--- src/rtl/serial_to_parallel.sv ---
// -----------------------------------------------------------------------------
// serial_to_parallel
//
// Receive-side deserializer. Qualified serial bits are shifted into an N-bit
// assembly register. Each completed word is handed to a single-entry
// valid/ready holding register. A completed word that finds the holding
// register still full and not draining is dropped, and this sets a sticky
// overrun flag. sin_start realigns framing: the current bit becomes bit 1 of
// a fresh word.
//
// Parameters
//   N          word width in bits (N >= 2)
//   LSB_FIRST  0: first received bit lands in dout[N-1]; 1: lands in dout[0]
//
// Ports
//   clk          rising-edge clock
//   rstn         asynchronous active-low reset
//   sin          serial data bit, used only when sin_valid=1
//   sin_valid    qualifies sin this cycle
//   sin_start    with sin_valid, marks the first bit of a new word
//   dout         assembled word, held stable while dout_valid && !dout_ready
//   dout_valid   dout holds an unconsumed word
//   dout_ready   downstream accepts dout when dout_valid=1
//   overrun      sticky: a completed word was dropped
//   overrun_clr  clears overrun (a coincident drop wins)
//   busy         a partial word is in progress (bit count != 0)
// -----------------------------------------------------------------------------
module serial_to_parallel #(
  parameter int N         = 8,
  parameter bit LSB_FIRST = 1'b0
) (
  input  logic         clk,
  input  logic         rstn,
  input  logic         sin,
  input  logic         sin_valid,
  input  logic         sin_start,
  output logic [N-1:0] dout,
  output logic         dout_valid,
  input  logic         dout_ready,
  output logic         overrun,
  input  logic         overrun_clr,
  output logic         busy
);

  localparam int CW = (N > 1) ? $clog2(N) : 1;
  typedef logic [CW-1:0] cnt_t;
  localparam cnt_t CNT_LAST = cnt_t'(N - 1);
  localparam cnt_t CNT_ONE  = cnt_t'(1);

  logic [N-1:0] r_sr;
  cnt_t         r_cnt;
  logic [N-1:0] r_dout;
  logic         r_dout_valid;
  logic         r_overrun;

  logic [N-1:0] w_shifted;
  logic         w_complete;
  logic         w_accept;
  logic         w_drop;
  cnt_t         w_cnt_next;
  logic         w_dout_valid_next;
  logic         w_overrun_next;

  // The shift direction selects which end of dout the first bit lands in.
  // On a realignment the same shift is used. The bits left over from the
  // abandoned word fall out before the new word completes.
  assign w_shifted = LSB_FIRST ? {sin, r_sr[N-1:1]} : {r_sr[N-2:0], sin};

  // A start bit is always bit 1 of a word. It can never complete one, even
  // when the count happens to sit at N-1.
  assign w_complete = sin_valid && !sin_start && (r_cnt == CNT_LAST);

  // The holding register accepts a new word when it is empty or draining on
  // this same edge. A simultaneous drain and completion is not an overrun.
  assign w_accept = w_complete && (!r_dout_valid || dout_ready);
  assign w_drop   = w_complete && r_dout_valid && !dout_ready;

  always_comb begin
    // NOTE: every signal assigned in this block gets a default first, so no
    // path can leave it unassigned and infer a latch.
    w_cnt_next        = r_cnt;
    w_dout_valid_next = r_dout_valid;
    w_overrun_next    = r_overrun;

    if (sin_valid) begin
      if (sin_start) begin
        w_cnt_next = CNT_ONE;
      end else if (w_complete) begin
        w_cnt_next = '0;
      end else begin
        w_cnt_next = r_cnt + CNT_ONE;
      end
    end

    if (w_accept) begin
      w_dout_valid_next = 1'b1;
    end else if (r_dout_valid && dout_ready) begin
      w_dout_valid_next = 1'b0;
    end

    // The set term is tested first, so a drop in the same cycle as
    // overrun_clr leaves the flag asserted.
    if (w_drop) begin
      w_overrun_next = 1'b1;
    end else if (overrun_clr) begin
      w_overrun_next = 1'b0;
    end
  end

  always_ff @(posedge clk or negedge rstn) begin
    if (!rstn) begin
      r_sr         <= '0;
      r_cnt        <= '0;
      r_dout       <= '0;
      r_dout_valid <= 1'b0;
      r_overrun    <= 1'b0;
    end else begin
      // NOTE: sequential state uses non-blocking assignments. All registers
      // then update together from pre-edge values, whatever the statement order.
      if (sin_valid) begin
        r_sr <= w_shifted;
      end
      r_cnt        <= w_cnt_next;
      r_dout_valid <= w_dout_valid_next;
      r_overrun    <= w_overrun_next;
      if (w_accept) begin
        r_dout <= w_shifted;
      end
    end
  end

  assign dout       = r_dout;
  assign dout_valid = r_dout_valid;
  assign overrun    = r_overrun;
  assign busy       = (r_cnt != '0);

endmodule

--- config.mk ---
export PLATFORM = sky130hd
export DESIGN_NAME = serial_to_parallel
export DESIGN_NICKNAME = d
export VERILOG_FILES = /design/src/rtl/serial_to_parallel.sv
export SDC_FILE = /design/constraint.sdc
export NUM_CORES = 1
export LEC_CHECK = 0
export BUFFER_PORTS_ARGS = -buffer_cell sky130_fd_sc_hd__buf_2
export CORE_MARGIN = 4
export CORE_UTILIZATION = 30
export DETAILED_ROUTE_END_ITERATION = 8
export PLACE_DENSITY = 0.6
export SETUP_SLACK_MARGIN = 0.2
export SYNTH_ARGS = -nofsm -noshare
export SYNTH_HDL_FRONTEND = slang
export SYNTH_SLANG_ARGS = --single-unit
--- constraint.sdc ---
create_clock -name clk -period 1.48 [get_ports clk]
set_input_delay 0.074 -clock clk [delete_from_list [all_inputs] [get_ports clk]]
set_output_delay 0.074 -clock clk [all_outputs]
set_load 0.05 [all_outputs]
* Word-level counts from Yosys, hierarchy flattened
Index checks and enable logic that the tools add are counted.
** Storage, ports and cells
- Register bits after elaboration :: 20
- Input bits :: 7
- Output and inout bits :: 11
** Operators by class
- Add/sub/neg operators :: 1
- Equality and inequality tests :: 1
- Mux-type cells :: 6
- Reductions and logical operators :: 13
** Operators with widths (number)
- logical AND 1 bit :: 6
- 2-to-1 mux 3 bit :: 2
- 2-to-1 mux 1 bit :: 4
- nonzero test 2 bit :: 2
- adder 3 x 1 -> 3 bit, second input constant :: 1
- == test 3 bit, second input constant :: 1
- logical NOT 1 bit :: 3
- nonzero test 3 bit :: 1
- logical OR 1 bit :: 1

* Longest topological paths before layout
Gate-level depths: netlist (run 1).
- Word-level depth :: 6
- Mapped depth :: 6
- Depth with buffers taken out :: 5

* Least setup slack after synthesis (run 1)
No wires, ideal clock.
- Path type :: register to register
- Start point :: reg r_cnt[0]
- End point :: reg r_dout[0], in the netlist dout[0]
- Arrival :: 1362 ps
- Required time :: 1355 ps
- Slack :: -8 ps
- Stages on the path, launching flop included :: 7
- Path buffers :: 1
- Period minus slack after synthesis :: 1488 ps
- Cell sequence :: dfrtp_1 -> ha_1 -> ha_1 -> nand3b_1 -> nor2b_2 -> buf_6 -> mux2_4
** Between the ends
- Word-level cells in the longest chain between the ends :: 3
** Ends and longest elaborated chain
- start, declared :: line 51 : cnt_t r_cnt;
- start signal, assigned :: line 123 : r_cnt <= w_cnt_next;
- == test 3 bit :: line 71 : assign w_complete = sin_valid && !sin_start && (r_cnt == CNT_LAST);
- logical AND 1 bit :: line 71
- logical AND 1 bit :: line 75 : assign w_accept = w_complete && (!r_dout_valid || dout_ready);
- end signal, assigned :: line 127 : r_dout <= w_shifted;
- end, declared :: line 52 : logic [N-1:0] r_dout;
No other way between the ends.
A chain may end at the register's enable or synchronous reset.

* Worst setup path after layout (run 1)
- Start point :: reg r_cnt[0]
- End point :: out busy
** Between the ends
- Word-level cells in the longest chain between the ends :: 1
** Ends and longest elaborated chain
- nonzero test 3 bit :: line 135 : assign busy = (r_cnt != '0);
- end, declared :: line 42 : output logic busy
No other way between the ends.

==> qor.yml, run 1 <==
yosysUniqueCellTypes: 16
worst-endpoint-required_ns: 1.41
worst_ep_arrival_time_ns: 1.47
most_numerous_cell_on_the_critical_path: "sky130_fd_sc_hd__buf_6"
detailroute.via_count: 544
worst_reg2reg_endpoint: "dout[4]"
drt_first_iter_violations: 26
relSlewSlack_pct: 69.9
setup.worst_path.start_class: "flop"
largest_family_of_logic_cells_by_synthesized_area: "multiplexers"
ys_seq_elements: 20
ys.warnings.count: 0
fp.coreArea_sq_mm: 0.00273
postLayoutCellArea_sq_mm: 0.00116
overall_die_area_sq_mm: 0.00377
die_w_um: 61.4
worst_r2r_path_depth: 6
cts.sinks: 20
max-clock-path-buffers: 2
worstReg2RegStart: "r_cnt[0]"
final.fill_count: 273
ff2ff_setup_slack_ns: -0.06
cts.reportedPaths.clkPinSlew_ns: 0.12
preCtsSetupSlack_ns: -0.0534
groute.layer.met2.usage_pct: 14.7
holdCritStartpoint: "dout_ready"
groute.usage.overall_pct: 9.55
hold_viol: 0
path_cells: "buf_4 -> buf_6 -> buf_6 -> inv_4 -> ha_4 -> nand2b_1 -> buf_6"
worst_skew_pair.late_latency_ns: 0.30
synthCells: 56
finalSetupViolations: 9
initial_utilization_pct: 31.3
timing.critical_path.to_type: "output pin"
drt-wirelength-per-cell_um: 14.0
multiInputGateArea_sq_um: 363
finish.net_count: 98
cts_max_level: 1
tritoncts: "built"
ff_latch_area_sq_um: 500
slew_viol_final: 0
critical-path-top-delay-family: "buffers and inverters"
io_pins: 18
grt-busiest-layer: "met2"
worst_slack_ns: -0.0603
layout-drive-gt1-share_pct: 60.9
num_rows: 19
synth_nets: 66
worstMarginPinSlew_ns: 0.452
mostFrequentLayoutCells: "sky130_fd_sc_hd__dfrtp_1, sky130_fd_sc_hd__buf_2, sky130_fd_sc_hd__mux2_4, sky130_fd_sc_hd__mux2_2, sky130_fd_sc_hd__buf_4"
avgSynthCellArea_sq_um: 15.3
synthXorXnorAreaFrac_pct: 0
dieHeight_um: 61.4
maximum_number_of_pins_on_one_net_before_global_route_repair: 21
drt_wl_total_um: 1650
run_status: "finished with violations"
clock.fmax_mhz: 649
met1_usage_pct: 12.5
mostFrequentLayoutCell: "sky130_fd_sc_hd__dfrtp_1"
avgViaCountPerCell: 4.61
placed_area_sq_mm: 0.00102
buffer_ports.inserted: 17
gr-total-overflow: 0
first_global_vias: 557
rsz0062_at_grt: "true"
cts_inserted_buffers: 3
syn_to_final_growth_pct: 36.1
grt_pass1_wl_um: 2530
clock_tree.root_cell: "sky130_fd_sc_hd__clkbuf_4"
antenna_violations_before_repair: 0
vdd.ir_drop.worst_v: 0.000581
remaining_drc_errors: 0
final.setup.tns_ns: -0.472
synthAdderAreaFrac_pct: 4.39
worst_hold_path_type: "input pin to flop"
period_share_pct: 104
pwr_density_cell_mw_per_mm2: 1280
critPathKind: "flop to output pin"
post_synth_mux_area_share_pct: 24.6
timing.final.crit_period_ns: 1.54
cpMaxStageDelayCell: "sky130_fd_sc_hd__dfrtp_1"
worst_hold_slack_ns: 0.0281
hold-path-cell-count: 3
critPathBufInv: 5
failed_checks: "setup timing"
max-cap-violations: 0
antenna-diode-count: 0
synthesis.area_sq_um: 856
leakage_nw: 0.574
compound_gate_fraction_of_synth_area_pct: 2.49
ant_nets: 0
drt_pre_antenna_iters: 2
timing.hold.worst_endpoint: "dout_valid"
synth_simple_gate_area_share_pct: 6.87
dp_hpwl_um: 1190
grt_use_met3_pct: 1.26
synth_seq_area_share_pct: 58.5
finalWeightedCongestion: 0.734
worstPathMaxFanout: 2
crit_path_max_incr_delay_ns: 0.42
skew_ns: 0.00704
-- power breakdown --
part / switching [W] / leakage (nW) / internal [W]
registers: 0.0000681 / 0.258 / 0.000645
logic: 0.000264 / 0.294 / 0.000196
clock network: 0.000170 / 0.0210 / 0.000150
total: 0.000502 / 0.574 / 0.000992
-- cell type report --
type | instances | area share (%)
sequential | 20 | 43.0
multi-input combinational | 31 | 31.1
timing repair buffer | 29 | 18.3
tap | 31 | 3.33
clock buffer | 4 | 3.11
inverter | 3 | 1.18
-- cell families after synthesis --
group | after synthesis
buffers and inverters | 5
muxes | 16
and+or+nand+nor | 8
DFF | 20
adders and majority gates | 3
AOI/OAI and AO/OA | 4
-- state kept, by name, summed over array words and instances, names as in the netlist --
register	cells
dout	8
dout_valid	1
overrun	1
r_cnt	3
r_sr	7
-- synth_stat cells, drive strengths merged --
cell    count  share of area [%]
buf         2                1.9
dfrtp      20                 58
ha          3                4.4
inv         3                1.3
mux2       16                 25
nand2       1               0.44
nand2b      2                2.3
nand3b      2                1.8
nor2        1               0.44
nor2b       1                1.0
nor3b       1               0.88
o21ai       3                1.8
o22ai       1               0.73
-- timing repair --
item	4_1_cts	5_1_grt
resized for setup	4	9
setup buffers	2	3
pin swaps	1	3
endpoints found under the setup margin	10	11
endpoints found under the hold margin	22	0
hold buffers	3	0
-- worst min-delay path: cells and delay by family --
kind	cells	cell delay [ns]
and+or+nand+nor	2	0.16
buffers and inverters	1	0.08
-- stage by stage --
step                total power, W  std cells  util [%]
floorplan                  0.00102         56         -
global placement           0.00112        106      37.3
detailed placement         0.00114        106      37.3
CTS                        0.00149        115      40.7
global route               0.00158        118      42.6
finish                     0.00149        118      42.6
-- how the worst max path moves through the flow --
stage / startpoint / to / slack [ns] / depth (start not counted)
CTS: r_cnt[1] / dout[4] / -0.06 / 6
global route: r_cnt[0] / busy / -0.11 / 7
finish: r_cnt[0] / busy / -0.06 / 7
detailed placement: r_cnt[1] / dout[1] / -0.05 / 6
global placement: r_cnt[1] / dout[4] / -0.03 / 6
floorplan: r_cnt[0] / dout[0] / 0.01 / 6
-- per-layer routing --
metal	vias up	share of wire [%]	routed length (um)
met5	-	0	0
met1	276	43	716
met4	0	2.3	38
met3	4	4.4	72
met2	13	50	823
li1	251	-	-
No activity file was read; power rests on OpenSTA's default activity.
==> run 2: changes to the inputs <==
--- a/config.mk
+++ b/config.mk
@@ -9,7 +9,7 @@
 export CORE_MARGIN = 4
 export CORE_UTILIZATION = 30
 export DETAILED_ROUTE_END_ITERATION = 8
-export PLACE_DENSITY = 0.6
+export PLACE_DENSITY = 0.58
 export SETUP_SLACK_MARGIN = 0.2
 export SYNTH_ARGS = -nofsm -noshare
 export SYNTH_HDL_FRONTEND = slang
==> constraint.sdc (replaced) <==
create_clock -name clk -period 1.6 [get_ports clk]
set_input_delay 0.08 -clock clk [delete_from_list [all_inputs] [get_ports clk]]
set_output_delay 0.08 -clock clk [all_outputs]
set_load 0.05 [all_outputs]
==> run 2 against run 1 <==
Critical endpoint is now dout[0]; critical path type is now flop to flop; power is 2.1% lower; global-route usage hardly changed; sequential cell count stayed put; critical path depth is 1 lower; worst hold slack better by 0.00093 ns; via count is 4.8% lower; the run now ends clean; final area is 2.6% lower.
==> qor.yml, run 2 (synthesis gave the netlist of run 1 again) <==
uppermost_metal_layer_occupied_by_signal_nets: "met4"
internal_dissipation_w: 0.00101  # +1.8%
setup.worst_path.start_class: "flop"
overall_die_area_sq_mm: 0.00377  # unchanged
cp-endpoint: "dout[0]"
cts_max_level: 1  # unchanged
antenna-diode-count: 0  # unchanged
critical_path_source: "r_cnt[1]"
first_global_vias: 575  # +3.2%
routed-wl-met3_um: 57  # -21%
antenna_violations_before_repair: 0  # unchanged
gr-total-overflow: 0  # unchanged
fp.coreArea_sq_mm: 0.00273  # unchanged
route.met2.wl_um: 727  # -12%
mostFrequentLayoutCell: "sky130_fd_sc_hd__dfrtp_1"
postLayoutCellArea_sq_mm: 0.00113  # -2.6%
max-clock-path-buffers: 2  # unchanged
finish.net_count: 95  # -3.1%
worst_r2r_path_depth: 6  # unchanged
cts_inserted_buffers: 3  # unchanged
worstPathMaxFanout: 8  # +6
switching_share_of_power_pct: 31.0  # -2.6 points
grt_pass1_wl_um: 2590  # +2.5%
finalWeightedCongestion: 0.665  # -9.4%
clock.fmax_mhz: 653
skew_ns: 0.00588  # -0.00116 ns
slew_viol_final: 0  # unchanged
dieHeight_um: 61.4  # unchanged
ant_nets: 0  # unchanged
num_rows: 19  # unchanged
groute.usage.overall_pct: 9.59  # +0.039 points
cts.sinks: 20  # unchanged
detailroute.via_count: 518  # -4.8%
hold_viol: 0  # unchanged
worst_skew_pair.late_latency_ns: 0.30  # about the same
power.share.sequential_pct: 45.1  # -2.7 points
worstMarginPinSlew_ns: 0.451  # -0.000810 ns
clock_tree.root_cell: "sky130_fd_sc_hd__clkbuf_4"
worst-endpoint-required_ns: 1.79  # +0.38 ns
avgViaCountPerCell: 4.50  # -2.3%
period_share_pct: 95.7
power.net_switching_w: 0.000453  # -9.8%
mostFrequentLayoutCells: "sky130_fd_sc_hd__dfrtp_1, sky130_fd_sc_hd__buf_2, sky130_fd_sc_hd__mux2_4, sky130_fd_sc_hd__mux2_2, sky130_fd_sc_hd__buf_4"
placed_area_sq_mm: 0.00101  # -0.74%
pwr_density_cell_mw_per_mm2: 1290  # +0.49%
ff2ff_setup_slack_ns: 0.07  # +0.13 ns
drt_wl_total_um: 1600  # -3.4%
die_w_um: 61.4  # unchanged
wl_on_met1_um: 782  # +9.2%
tritoncts: "built"
drt_first_iter_violations: 5  # -81%
maximum_number_of_pins_on_one_net_before_global_route_repair: 21  # unchanged
relSlewSlack_pct: 69.9  # about the same
rsz0062_at_grt: "true"
initial_utilization_pct: 31.3  # unchanged
largest_register_ff_count: 8  # unchanged
worst_hold_path_type: "input pin to flop"
worst_ep_arrival_time_ns: 1.73  # +0.26 ns
final.setup.tns_ns: 0  # +0.472 ns
timing.critical_path.to_type: "flop"
dp_hpwl_um: 1100  # -7.8%
layout-drive-gt1-share_pct: 59.5  # -1.4 points
vdd.ir_drop.worst_v: 0.000565  # -2.8%
io_pins: 18  # unchanged
combinationalPowerShare_pct: 26.8  # -4.0 points
worst_reg2reg_endpoint: "dout[0]"
drt_pre_antenna_iters: 3  # +1
worstReg2RegStart: "r_cnt[1]"
cts.reportedPaths.clkPinSlew_ns: 0.11  # about the same
drt-wirelength-per-cell_um: 13.9  # -0.87%
run_status: "finished clean"
timing.final.crit_period_ns: 1.53
buffer_ports.inserted: 17  # unchanged
finalSetupViolations: 0  # -9
clock_power_share_pct: 28.1  # +6.7 points
leakage_nw: 0.561  # -2.2%
max-cap-violations: 0  # unchanged
syn_to_final_growth_pct: 32.6
critPathKind: "flop to flop"
remaining_drc_errors: 0  # unchanged
==> run 2: power groups by stage <==
stage	Clock, W	Sequential (W)	Combinational [W]
6_report	0.000411	0.000660	0.000391
5_1_grt	0.000443	0.000675	0.000420
4_1_cts	0.000427	0.000661	0.000382
3_5_place_dp	0	0.000671	0.000372
3_3_place_gp	0	0.000667	0.000366
2_1_floorplan	0	0.000788	0.000153
==> run 2: through the flow <==
| step | worst slack (ns) | cells | hold slack, ns | power (W) | util [%] |
|---|---|---|---|---|---|
| after floorplan | 0.134 | 56 | -0.216 | 0.000942 | - |
| after global placement | 0.0925 | 105 | 0.0537 | 0.00103 | 37.1 |
| after detailed placement | 0.0583 | 105 | 0.0585 | 0.00104 | 37.1 |
| after CTS | 0.0676 | 114 | 0.00893 | 0.00147 | 40.5 |
| after global routing | 0.00591 | 115 | 0.0258 | 0.00154 | 41.5 |
| final | 0.0681 | 115 | 0.0290 | 0.00146 | 41.5 |
==> run 2: what timing repair did <==
action	in CTS	in global routing
resized for setup	0	6
hold buffers	2	0
gates cloned	0	0
buffers inserted	3	1
pin swaps	1	1
setup endpoints to repair	8	9
hold endpoints to repair	21	0
==> run 2: worst min-delay path by stage <==
stage,from,end,slack [ns],depth (start not counted)
floorplan,rstn,dout[0],-0.22,0
global placement,rstn,dout[7],0.05,1
detailed placement,rstn,r_sr[5],0.06,1
CTS,sin,dout[0],0.009,2
global route,sin,dout[0],0.03,2
finish,sin,dout[0],0.03,2
==> run 2: worst max-delay path, cell delays in order, from the launching register on <==
cell and delay (ns):
sky130_fd_sc_hd__dfrtp_1 0.40, sky130_fd_sc_hd__ha_2 0.20, sky130_fd_sc_hd__ha_4 0.12, sky130_fd_sc_hd__nand3b_1 0.10
sky130_fd_sc_hd__nor2b_2 0.17, sky130_fd_sc_hd__buf_12 0.15, sky130_fd_sc_hd__mux2_4 0.29
==> run 2: layout make-up <==
class                      count  area, sq um
clock buffer                   3         22.5
sequential                    20          500
inverter                       3         11.3
multi-input combinational     31          355
timing repair buffer          26          176
fill                         255         1600
clock inverter                 1         30.0
tap                           31         38.8
==> run 2: metal layers <==
metal  track usage (%)  up-vias
met3              1.26        2
met5                 0        -
met2              15.3       10
li1                  -      246
met4              6.36        0
met1              12.1      260
==> run 3: changes to the inputs <==
--- a/config.mk
+++ b/config.mk
@@ -8,6 +8,7 @@
 export BUFFER_PORTS_ARGS = -buffer_cell sky130_fd_sc_hd__buf_2
 export CORE_MARGIN = 4
 export CORE_UTILIZATION = 30
+export CTS_CLUSTER_DIAMETER = 60
 export DETAILED_ROUTE_END_ITERATION = 8
 export PLACE_DENSITY = 0.58
 export SETUP_SLACK_MARGIN = 0.2
==> constraint.sdc (replaced) <==
create_clock -name clk -period 1.5 [get_ports clk]
set_input_delay 0.075 -clock clk [delete_from_list [all_inputs] [get_ports clk]]
set_output_delay 0.075 -clock clk [all_outputs]
set_load 0.05 [all_outputs]
==> run 3 against run 2 <==
The run now ends with setup timing left; via count up 3.7%; sequential power up 6.7%; final area up 3.0%; power up 8.8%; register-to-register slack worse by 0.12 ns.
==> qor.yml, run 3 (synthesis gave the netlist of run 1 again) <==
worst-endpoint-required_ns: 1.69  # -0.10 ns
placedCellCount: 106  # +0.95%
first_global_vias: 627  # +9.0%
timing.final.crit_period_ns: 1.56  # +0.0246 ns
drt-wirelength-per-cell_um: 13.8  # -0.35%
drt_first_iter_violations: 5  # unchanged
largest_register_ff_count: 8  # unchanged
failed_checks: "setup timing"
mostFrequentLayoutCells: "sky130_fd_sc_hd__dfrtp_1, sky130_fd_sc_hd__buf_2, sky130_fd_sc_hd__mux2_4, sky130_fd_sc_hd__mux2_2, sky130_fd_sc_hd__buf_4"
period_share_pct: 104  # +8.0 points
fin_util_pct: 42.7  # +1.2 points
remaining_drc_errors: 0  # unchanged
detailroute.via_count: 537  # +3.7%
preCtsSetupSlack_ns: -0.0160  # -0.0744 ns
crit_path_max_incr_delay_ns: 0.40  # about the same
worstPathMaxFanout: 8  # unchanged
postLayoutCellArea_sq_mm: 0.00117  # +3.0%
clock_tree.root_cell: "sky130_fd_sc_hd__clkbuf_4"
cts_max_level: 1  # unchanged
antenna_violations_before_repair: 0  # unchanged
finalWeightedCongestion: 0.661  # -0.60%
overall_die_area_sq_mm: 0.00377  # unchanged
finish.net_count: 97  # +2.1%
cts.sinks: 20  # unchanged
worst_hold_path_type: "input pin to flop"
worstMarginPinSlew_ns: 0.446  # -0.00468 ns
worst_skew_pair.late_latency_ns: 0.29  # about the same
rsz0062_at_grt: "true"
max-clock-path-buffers: 2  # unchanged
initial_utilization_pct: 31.3  # unchanged
io_pins: 18  # unchanged
avgViaCountPerCell: 4.59  # +1.9%
critPathKind: "flop to flop"
maximum_number_of_pins_on_one_net_before_global_route_repair: 21  # unchanged
power.net_switching_w: 0.000490  # +8.3%
dieHeight_um: 61.4  # unchanged
gr-total-overflow: 0  # unchanged
layout-drive-gt1-share_pct: 61.6  # +2.1 points
grt_pass1_wl_um: 2900  # +12%
fp.coreArea_sq_mm: 0.00273  # unchanged
run_status: "finished with violations"
tritoncts: "built"
pwr_density_cell_mw_per_mm2: 1360  # +5.7%
slew_viol_final: 0  # unchanged
cpMaxStageDelayCell: "sky130_fd_sc_hd__dfrtp_1"
finalSetupViolations: 9  # +9
drt_pre_antenna_iters: 4  # +1
dp_hpwl_um: 1140  # +3.8%
combinationalPowerShare_pct: 28.5  # +1.7 points
vdd.ir_drop.worst_v: 0.000711  # +26%
syn_to_final_growth_pct: 36.5
clock_power_share_pct: 27.3  # -0.8 points
max-cap-violations: 0  # unchanged
ant_nets: 0  # unchanged
cts_inserted_buffers: 3  # unchanged
relSlewSlack_pct: 70.3  # +0.31 points
cts.reportedPaths.clkPinSlew_ns: 0.12  # about the same
power.share.sequential_pct: 44.2  # -0.9 points
internal_dissipation_w: 0.00110  # +9.1%
drt_wl_total_um: 1620  # +1.4%
timing.critical_path.to_type: "flop"
fin_cells: 117  # +1.7%
skew_ns: 0.00732  # +0.00144 ns
leakage_nw: 0.578  # +3.1%
num_rows: 19  # unchanged
mostFrequentLayoutCell: "sky130_fd_sc_hd__dfrtp_1"
antenna-diode-count: 0  # unchanged
buffer_ports.inserted: 17  # unchanged
worst_ep_arrival_time_ns: 1.74  # about the same
placed_area_sq_mm: 0.00102  # +0.74%
path_cells: "ha_2 -> ha_4 -> nand3b_1 -> nor2b_2 -> buf_12 -> mux2_4"
groute.usage.overall_pct: 10.6  # +0.99 points
setup.worst_path.start_class: "flop"
die_w_um: 61.4  # unchanged
switching_share_of_power_pct: 30.8  # -0.15 points
worst_slack_ns: -0.0565  # -0.125 ns
clock.fmax_mhz: 642  # -1.6%
hold_viol: 0  # unchanged
run 3: cell count changes in the layout (fill, tap and decap cells not counted):
cell / previous run / this run
sky130_fd_sc_hd__nor3b_2: 0 / 1
sky130_fd_sc_hd__buf_4: 6 / 5
sky130_fd_sc_hd__o21ai_1: 0 / 2
sky130_fd_sc_hd__o21ai_0: 3 / 1
sky130_fd_sc_hd__buf_6: 1 / 4
sky130_fd_sc_hd__nor3b_1: 1 / 0
sky130_fd_sc_hd__inv_2: 1 / 0
sky130_fd_sc_hd__inv_4: 0 / 1
run 3: path summary, 6_finish.rpt:
check | start | end | slack (ns) | cells past startpoint
max | r_cnt[0] | dout[4] | -0.06 | 6
min | sin | dout[0] | 0.02 | 2
max reg2reg | r_cnt[0] | dout[4] | -0.06 | 6
min reg2reg | r_sr[6] | dout[7] | 0.52 | 1
max in group asynchronous | rstn | dout[5] | 0.94 | 2
min in group asynchronous | rstn | r_cnt[1] | 0.24 | 2
run 3: routing by layer:
metal / wire length (um) / vias to the layer above / global-route usage (%)
met1: 747 / 275 / 13.7
met3: 67 / 2 / 1.89
met2: 776 / 10 / 16.9
met5: 0 / - / 0
li1: - / 250 / -
met4: 27 / 0 / 5.45
run 3: critical path: cells and delay by family, from the launching register on:
| family | cells | cell delay [ns] |
|---|---|---|
| adder cells (fa/ha/maj) | 2 | 0.32 |
| buffers and inverters | 1 | 0.15 |
| flip-flops | 1 | 0.40 |
| multiplexers | 1 | 0.30 |
| AND/OR/NAND/NOR | 2 | 0.27 |
run 3: area by class of cell:
type	count	area, sq um
clock buffer	3	22.5
clock inverter	1	30.0
fill	256	1570
inverter	3	13.8
multi-input combinational	31	360
sequential	20	500
tap	31	38.8
timing repair buffer	28	203
run 3: power groups by stage:
stage / registers [W] / clock network (W) / logic, W
after global routing: 0.000722 / 0.000463 / 0.000486
after global placement: 0.000711 / 0 / 0.000392
after detailed placement: 0.000715 / 0 / 0.000400
after floorplan: 0.000841 / 0 / 0.000164
final: 0.000704 / 0.000434 / 0.000453
after CTS: 0.000705 / 0.000448 / 0.000453
run 3: stage by stage:
stage	power [W]	TNS, ns	hold slack, ns
after floorplan	0.00100	0	-0.221
after global placement	0.00110	0	0.0487
after detailed placement	0.00112	-0.104	0.0482
after global routing	0.00167	-0.918	0.0150
final	0.00159	-0.392	0.0203
after CTS	0.00161	-0.323	0.00996
run 3: what timing repair did:
| item | CTS | global route |
|---|---|---|
| endpoints found under the hold margin | 21 | 0 |
| pin swaps | 2 | 0 |
| hold buffers | 2 | 0 |
| endpoints found under the setup margin | 10 | 12 |
| gates resized for setup | 10 | 2 |
| gates cloned | 0 | 0 |
| buffers inserted | 5 | 0 |
